[config.mk]
export PLATFORM = sky130hd
export DESIGN_NAME = uart_rx
export DESIGN_NICKNAME = d
export VERILOG_FILES = /design/src/rtl/uart_rx.sv
export SDC_FILE = /design/constraint.sdc
export NUM_CORES = 1
export LEC_CHECK = 0
export ABC_AREA = 1
export CORE_ASPECT_RATIO = 1.25
export CORE_MARGIN = 2
export CORE_UTILIZATION = 51
export CTS_BUF_LIST = sky130_fd_sc_hd__clkbuf_16
export DETAILED_ROUTE_END_ITERATION = 6
export PLACE_DENSITY = 0.74
export SLEW_MARGIN = 20
export SYNTH_ARGS = -nofsm -noshare
export SYNTH_HDL_FRONTEND = slang
export SYNTH_SLANG_ARGS = --single-unit
[constraint.sdc]
create_clock -name clk -period 1.4 [get_ports clk]
set_input_delay 0.28 -clock clk [delete_from_list [all_inputs] [get_ports clk]]
set_output_delay 0.28 -clock clk [all_outputs]
set_load 0.1 [all_outputs]
[src/rtl/uart_rx.sv]
// uart_rx: 8N1 serial receiver with a one-entry holding register.
// The line is double-flopped, a start bit is confirmed half a bit after
// the falling edge, then each data bit and the stop bit are sampled one
// full bit period apart (mid-bit). Good bytes go to a valid/ack holding
// register; bad stop bits and full-register drops produce 1-cycle pulses.
module uart_rx #(
    parameter int CLKS_PER_BIT = 2605
) (
    input  logic       clk,
    input  logic       reset,
    input  logic       rxd,
    input  logic       rx_ack,
    output logic [7:0] data_out,
    output logic       rx_valid,
    output logic       frame_err,
    output logic       overrun
);

    localparam int HALF = CLKS_PER_BIT / 2;
    localparam int CW   = $clog2(CLKS_PER_BIT);

    // Counter terminal values: start re-check and full-bit sample points.
    localparam logic [CW-1:0] HALF_END = CW'(HALF - 1);
    localparam logic [CW-1:0] BIT_END  = CW'(CLKS_PER_BIT - 1);

    typedef enum logic [2:0] {
        IDLE      = 3'd0,
        START     = 3'd1,
        DATA      = 3'd2,
        STOP      = 3'd3,
        WAIT_HIGH = 3'd4
    } state_t;

    logic [1:0]    sync_q;
    logic          rxs;

    state_t        state_q;
    logic [CW-1:0] cnt_q;
    logic [2:0]    idx_q;
    logic [7:0]    sh_q;
    logic [7:0]    data_q;
    logic          valid_q;
    logic          ferr_q;
    logic          ovr_q;

    logic          half_hit;
    logic          bit_hit;
    logic          load_ok;
    logic [CW-1:0] cnt_d;
    logic [2:0]    idx_d;
    logic [7:0]    sh_d;

    // Two-flop synchronizer; resets to the idle (high) line level.
    always_ff @(posedge clk) begin
        if (!reset) begin
            sync_q <= 2'b11;
        end else begin
            sync_q <= {sync_q[0], rxd};
        end
    end

    assign rxs = sync_q[1];

    // Sample-point decode and next values for counter, index and shifter.
    always_comb begin
        half_hit = (cnt_q == HALF_END);
        bit_hit  = (cnt_q == BIT_END);
        cnt_d    = cnt_q + CW'(1);
        idx_d    = idx_q + 3'd1;
        sh_d     = {rxs, sh_q[7:1]};
        // A full register can still take a byte if it is being acked now.
        load_ok  = !valid_q || rx_ack;
    end

    // Receive FSM plus holding register and error pulses.
    always_ff @(posedge clk) begin
        if (!reset) begin
            state_q <= IDLE;
            cnt_q   <= '0;
            idx_q   <= '0;
            sh_q    <= '0;
            data_q  <= '0;
            valid_q <= 1'b0;
            ferr_q  <= 1'b0;
            ovr_q   <= 1'b0;
        end else begin
            ferr_q <= 1'b0;
            ovr_q  <= 1'b0;

            // Plain ack; a good frame completing this cycle overrides it.
            if (valid_q && rx_ack) begin
                valid_q <= 1'b0;
            end

            case (state_q)
                IDLE: begin
                    cnt_q <= '0;
                    if (!rxs) begin
                        state_q <= START;
                    end
                end

                START: begin
                    if (half_hit) begin
                        cnt_q <= '0;
                        if (!rxs) begin
                            state_q <= DATA;
                            idx_q   <= '0;
                        end else begin
                            // Line went back high: treat as a glitch.
                            state_q <= IDLE;
                        end
                    end else begin
                        cnt_q <= cnt_d;
                    end
                end

                DATA: begin
                    if (bit_hit) begin
                        cnt_q <= '0;
                        sh_q  <= sh_d;
                        if (idx_q == 3'd7) begin
                            state_q <= STOP;
                        end else begin
                            idx_q <= idx_d;
                        end
                    end else begin
                        cnt_q <= cnt_d;
                    end
                end

                STOP: begin
                    if (bit_hit) begin
                        cnt_q <= '0;
                        if (rxs) begin
                            // Back to IDLE mid stop bit so a fast sender's
                            // next start edge is not missed.
                            state_q <= IDLE;
                            if (load_ok) begin
                                data_q  <= sh_q;
                                valid_q <= 1'b1;
                            end else begin
                                ovr_q <= 1'b1;
                            end
                        end else begin
                            ferr_q  <= 1'b1;
                            state_q <= WAIT_HIGH;
                        end
                    end else begin
                        cnt_q <= cnt_d;
                    end
                end

                WAIT_HIGH: begin
                    // A held-low line or break must not spawn new frames.
                    cnt_q <= '0;
                    if (rxs) begin
                        state_q <= IDLE;
                    end
                end

                default: begin
                    state_q <= IDLE;
                    cnt_q   <= '0;
                end
            endcase
        end
    end

    assign data_out  = data_q;
    assign rx_valid  = valid_q;
    assign frame_err = ferr_q;
    assign overrun   = ovr_q;

endmodule

# Word level (Yosys, flattened, before mapping)
# Index checks and enable logic that the tools add are counted.
# classes
add_sub_neg	2
eq_ne	15
muxes	24
reduce_logical	12
# ops
operator	n
2-to-1 mux 3 bit	11
2-to-1 mux 12 bit	2
one-hot mux 12 bit (2 select lines)	1
!= test 2 bit, second input constant	8
one-hot mux 3 bit (5 select lines)	1
adder 12 x 1 -> 12 bit, second input constant	1
== test 12 x 11 -> 1 bit, second input constant	1
== test 12 bit, second input constant	1
AND reduction 4 bit	2
2-to-1 mux 1 bit	7
== test 3 x 2 -> 1 bit, second input constant	2
== test 3 bit, second input constant	2
one-hot mux 3 bit (2 select lines)	1
AND reduction 6 bit	1
AND reduction 5 bit	1
adder 3 x 1 -> 3 bit, second input constant	1
== test 3 x 1 -> 1 bit, second input constant	1
logical NOT 3 bit	1
AND reduction 3 bit	1
2-to-1 mux 2 bit	1
AND reduction 2 bit	1
nonzero test 2 bit	1
OR reduction 2 bit	1
logical AND 1 bit	1
other kinds (2)	2
# word_totals
ff_bits	39

# Depth between registers and ports, before layout
# logic_depth
ltp_word	6
mapped_depth	11
mapped_depth_nobuf	11

# Worst setup path before layout
# Ideal clock, no wire load.
# synth_timing
path_kind	register -> register
startpoint	register valid_q, in the netlist rx_valid
endpoint	register data_q[5], in the netlist data_out[5]
arrival_time_ns	1.603
required_ns	1.287
path_slack_ns	-0.315
path_stages_with_launch	7
path_buffers	1
synth_period_minus_slack_ns	1.715
cell_sequence	dfxtp_1 -> nand2_1 -> nand3_4 -> buf_6 -> nand2_2 -> nand2_1 -> nor2_1
# synth_between
elab_chain_cells	3
# synth_lines
item	line_no	source
from (decl)	42	logic valid_q;
from (signal assigned)	83	valid_q <= 1'b0;
from (signal assigned)	92	valid_q <= 1'b0;
from (signal assigned)	141	valid_q <= 1'b1;
logical NOT 1 bit	72	load_ok = !valid_q || rx_ack;
logical OR 1 bit	72	
AND reduction 4 bit (no line)	-	
to (signal assigned)	140	data_q <= sh_q;
to (decl)	41	logic [7:0] data_q;
# Every way passes these cells.
# A chain may end at the register's enable or synchronous reset.

# Final worst setup path
# layout_timing
startpoint	register cnt_q[1]
endpoint	register data_q[7], in the netlist data_out[7]
# layout_between
elab_chain_cells	2
# layout_lines
item	line_no	source
from (decl)	38	logic [CW-1:0] cnt_q;
from (signal assigned)	114	cnt_q <= cnt_d;
from (signal assigned)	128	cnt_q <= cnt_d;
from (signal assigned)	150	cnt_q <= cnt_d;
== test 12 bit	67	bit_hit = (cnt_q == BIT_END);
AND reduction 4 bit (no line)	-	
# Every way passes these cells.

==> flow_summary.json <==
{
  "syn_area_sq_um": 1810,
  "netlist_top_cells_count": "59 x nand2_1, 55 x nor2_1, 39 x dfxtp_1",
  "grt_antenna_before_repair": 0,
  "peakVddDrop_mv": 1.24,
  "synth_top_area_share_pct": 43.1,
  "nFillCells": 235,
  "synth_most_common_cell": "nand2_1",
  "groute.usage.overall_pct": 22.3,
  "coreArea_sq_um": 3450,
  "cp.required_ns": 1.58,
  "dpl.cell_count": 320,
  "drive_above_1_share_pct": 32.1,
  "gp_congestion": 0.863,
  "seq_area_frac_synth_pct": 43.1,
  "n_antenna_cell": 0,
  "max_cap_violations": 0,
  "swShare_pct": 33.4,
  "status": "finished, violations left",
  "io-pin-count": 15,
  "hold_viol": 0,
  "die_h_microns": 70.6,
  "rsz0062_at_grt": "true",
  "pre_cts_ws_ns": -0.148,
  "die_x_microns": 57.3,
  "tritoncts": "done",
  "power_leakage_uw": 0.00112,
  "cts-buffers-inserted": 5,
  "internal_power_uw": 2440,
  "final.setup.worst_slack_ns": -0.113,
  "startpoint_type": "flop",
  "crit_path_end_kind": "flop",
  "synth_flop_cell": "dfxtp_1",
  "drc_errors": 0,
  "hp-class": "reg2reg",
  "layout_min_cycle_time_ns": 1.51,
  "fin_nets": 304,
  "core.rowCount": 24,
  "ys_seq_elements": 39,
  "fmax_ghz": 0.661,
  "instances_no_fill": 335,
  "hold_slack_ns": 0.414,
  "avgRoutedWirePerCell_microns": 13.8,
  "power_frac_seq_pct": 34.8,
  "synth_edf_count": 0,
  "antenna_left": 0,
  "finalPower_uw": 3660,
  "yosys-top-cells-area": "dfxtp_1 43%, nand2_1 12%, nor2_1 11%",
  "fin_util_pct": 76.6,
  "slew_violations": 0,
  "clock_latency_ns": 0.28,
  "syn_avg_cell_area_sq_um": 7.13,
  "finalSetupViolations": 35,
  "clk_pin_slew_ns": 0.06,
  "crit_type": "reg2reg",
  "pwr-share-comb_pct": 29.7,
  "finalCritPeriodShare_pct": 108,
  "vias_per_cell": 5.05,
  "synth_top_area_cell": "dfxtp_1",
  "cts_hold_buf": 0,
  "vias": 1691,
  "grt_max_degree": 24,
  "htreeDepth": 2,
  "clkPwrFrac_pct": 35.4,
  "synth_fp_nets": 263,
  "cp.arrival_ns": 1.69,
  "firstDrtPassIters": 4,
  "slew-limit-headroom_pct": 72.2,
  "ys_warn_count": 0,
  "die_area_sq_um": 4050,
  "start_util_pct": 52.5,
  "clock_sinks": 39,
  "switching_power_uw": 1220,
  "syn_inst": 254,
  "async_flop_share_pct": 0,
  "totalWireLength_microns": 4640,
  "root_buffer": "clkbuf_16",
  "power.density_nw_per_um2": 1380,
  "grt_pass1_vias": 1663,
  "ys_types": 25,
  "area_growth_syn_to_layout_pct": 45.9,
  "io_buffers": 14,
  "violations": "setup timing",
  "path_max_fanout": 8,
  "dp_hpwl_microns": 2540,
  "tightest_slew_ns": 0.417,
  "grt-ovfl-total": 0,
  "grt_pass1_wl_microns": 7000,
  "fin_skew_ns": 0.0100,
  "clock_path_buffers": 2,
  "drtIter0Drc": 124
}
==> sequential cells by signal, indices dropped and copies added (netlist names) <==
signal     flops
data_out       8
sync_q         2
overrun        1
sh_q           8
frame_err      1
idx_q          3
state_q        3
rx_valid       1
cnt_q         12
==> layout make-up <==
type,count,area (sq um),share of cell area (%)
inverter,33,134,5.06
clock inverter,3,43.8,1.66
tap,39,48.8,1.85
multi-input combinational,179,1050,39.7
timing repair buffer,37,454,17.2
clock buffer,5,125,4.73
sequential,39,790,29.9
==> power by group through the flow <==
stage	clock [uW]	sequential, uW	combinational [uW]
finish	1300	1280	1090
global route	1340	1280	1200
CTS	1310	1250	881
detailed placement	0	1270	777
global placement	0	1270	760
floorplan	0	1280	576
==> critical path, cell delays in order (launching register included) <==
cell     delay [ns]
dfxtp_2        0.33
inv_4          0.08
ha_4           0.14
nand2_4        0.05
nor2_4         0.13
nand3_4        0.15
inv_6          0.13
nand3_4        0.14
nor2_1         0.21
nor2_2         0.05
==> cells in the final DEF, fill, tap and decap left out, types with 2 or more instances in the layout <==
master           count
a21oi_1              6
buf_12              12
buf_4               17
buf_6                5
clkbuf_16            5
clkdlybuf4s50_1      3
dfxtp_1             34
dfxtp_2              4
ha_1                 3
ha_4                 2
inv_1               25
inv_2                5
inv_4                2
nand2_1             49
nand2_2             10
nand2_4              3
nand3_1              6
nand3_4              4
nor2_1              49
nor2_2               4
nor2_4               8
nor3_1               8
nor3_2               4
o21ai_0              7
o21ai_1              2
or2_2                2
xor2_1               7
==> per-stage QoR <==
step | area [sq um] | setup TNS (ns)
after floorplan | 1810 | 0
after global placement | 2220 | -2.73
after detailed placement | 2220 | -3.82
after CTS | 2500 | -2.03
after global routing | 2640 | -5.32
final | 2640 | -2.18
==> kinds of logic after synthesis <==
logic type                 after synthesis  share of synthesized area [%]
AOI/OAI and AO/OA                       17                           4.70
xor gates and xnor gates                 8                           3.87
and+or+nand+nor                        147                           35.9
buffers and inverters                   38                           8.98
DFF                                     39                           43.1
adders and majority gates                5                           3.45
==> final timing paths <==
check	slack, ns	startpoint	to	cells past startpoint
setup / recovery	-0.11	cnt_q[1]	data_out[7]	9
hold / removal	0.41	sync_q[0]	sync_q[1]	1
setup reg to reg	-0.11	cnt_q[1]	data_out[7]	9
hold reg to reg	0.41	sync_q[0]	sync_q[1]	1
==> routing by layer <==
layer | part of all wire, % | track usage [%] | wire (microns) | vias up
li1 | - | - | - | 860
met1 | 40 | 23.4 | 1850 | 778
met2 | 53 | 41.1 | 2470 | 38
met3 | 3.8 | 5.12 | 178 | 15
met4 | 2.9 | 10.3 | 133 | 0
met5 | 0 | 0 | 0 | -
==> what timing repair did <==
item                                    4_1_cts  5_1_grt
pin swaps                                     8       15
gates resized for setup                      19       40
setup buffers                                 3        2
cloned                                        3        0
endpoints found under the setup margin       34       37
(Power assumes the default switching activity.)
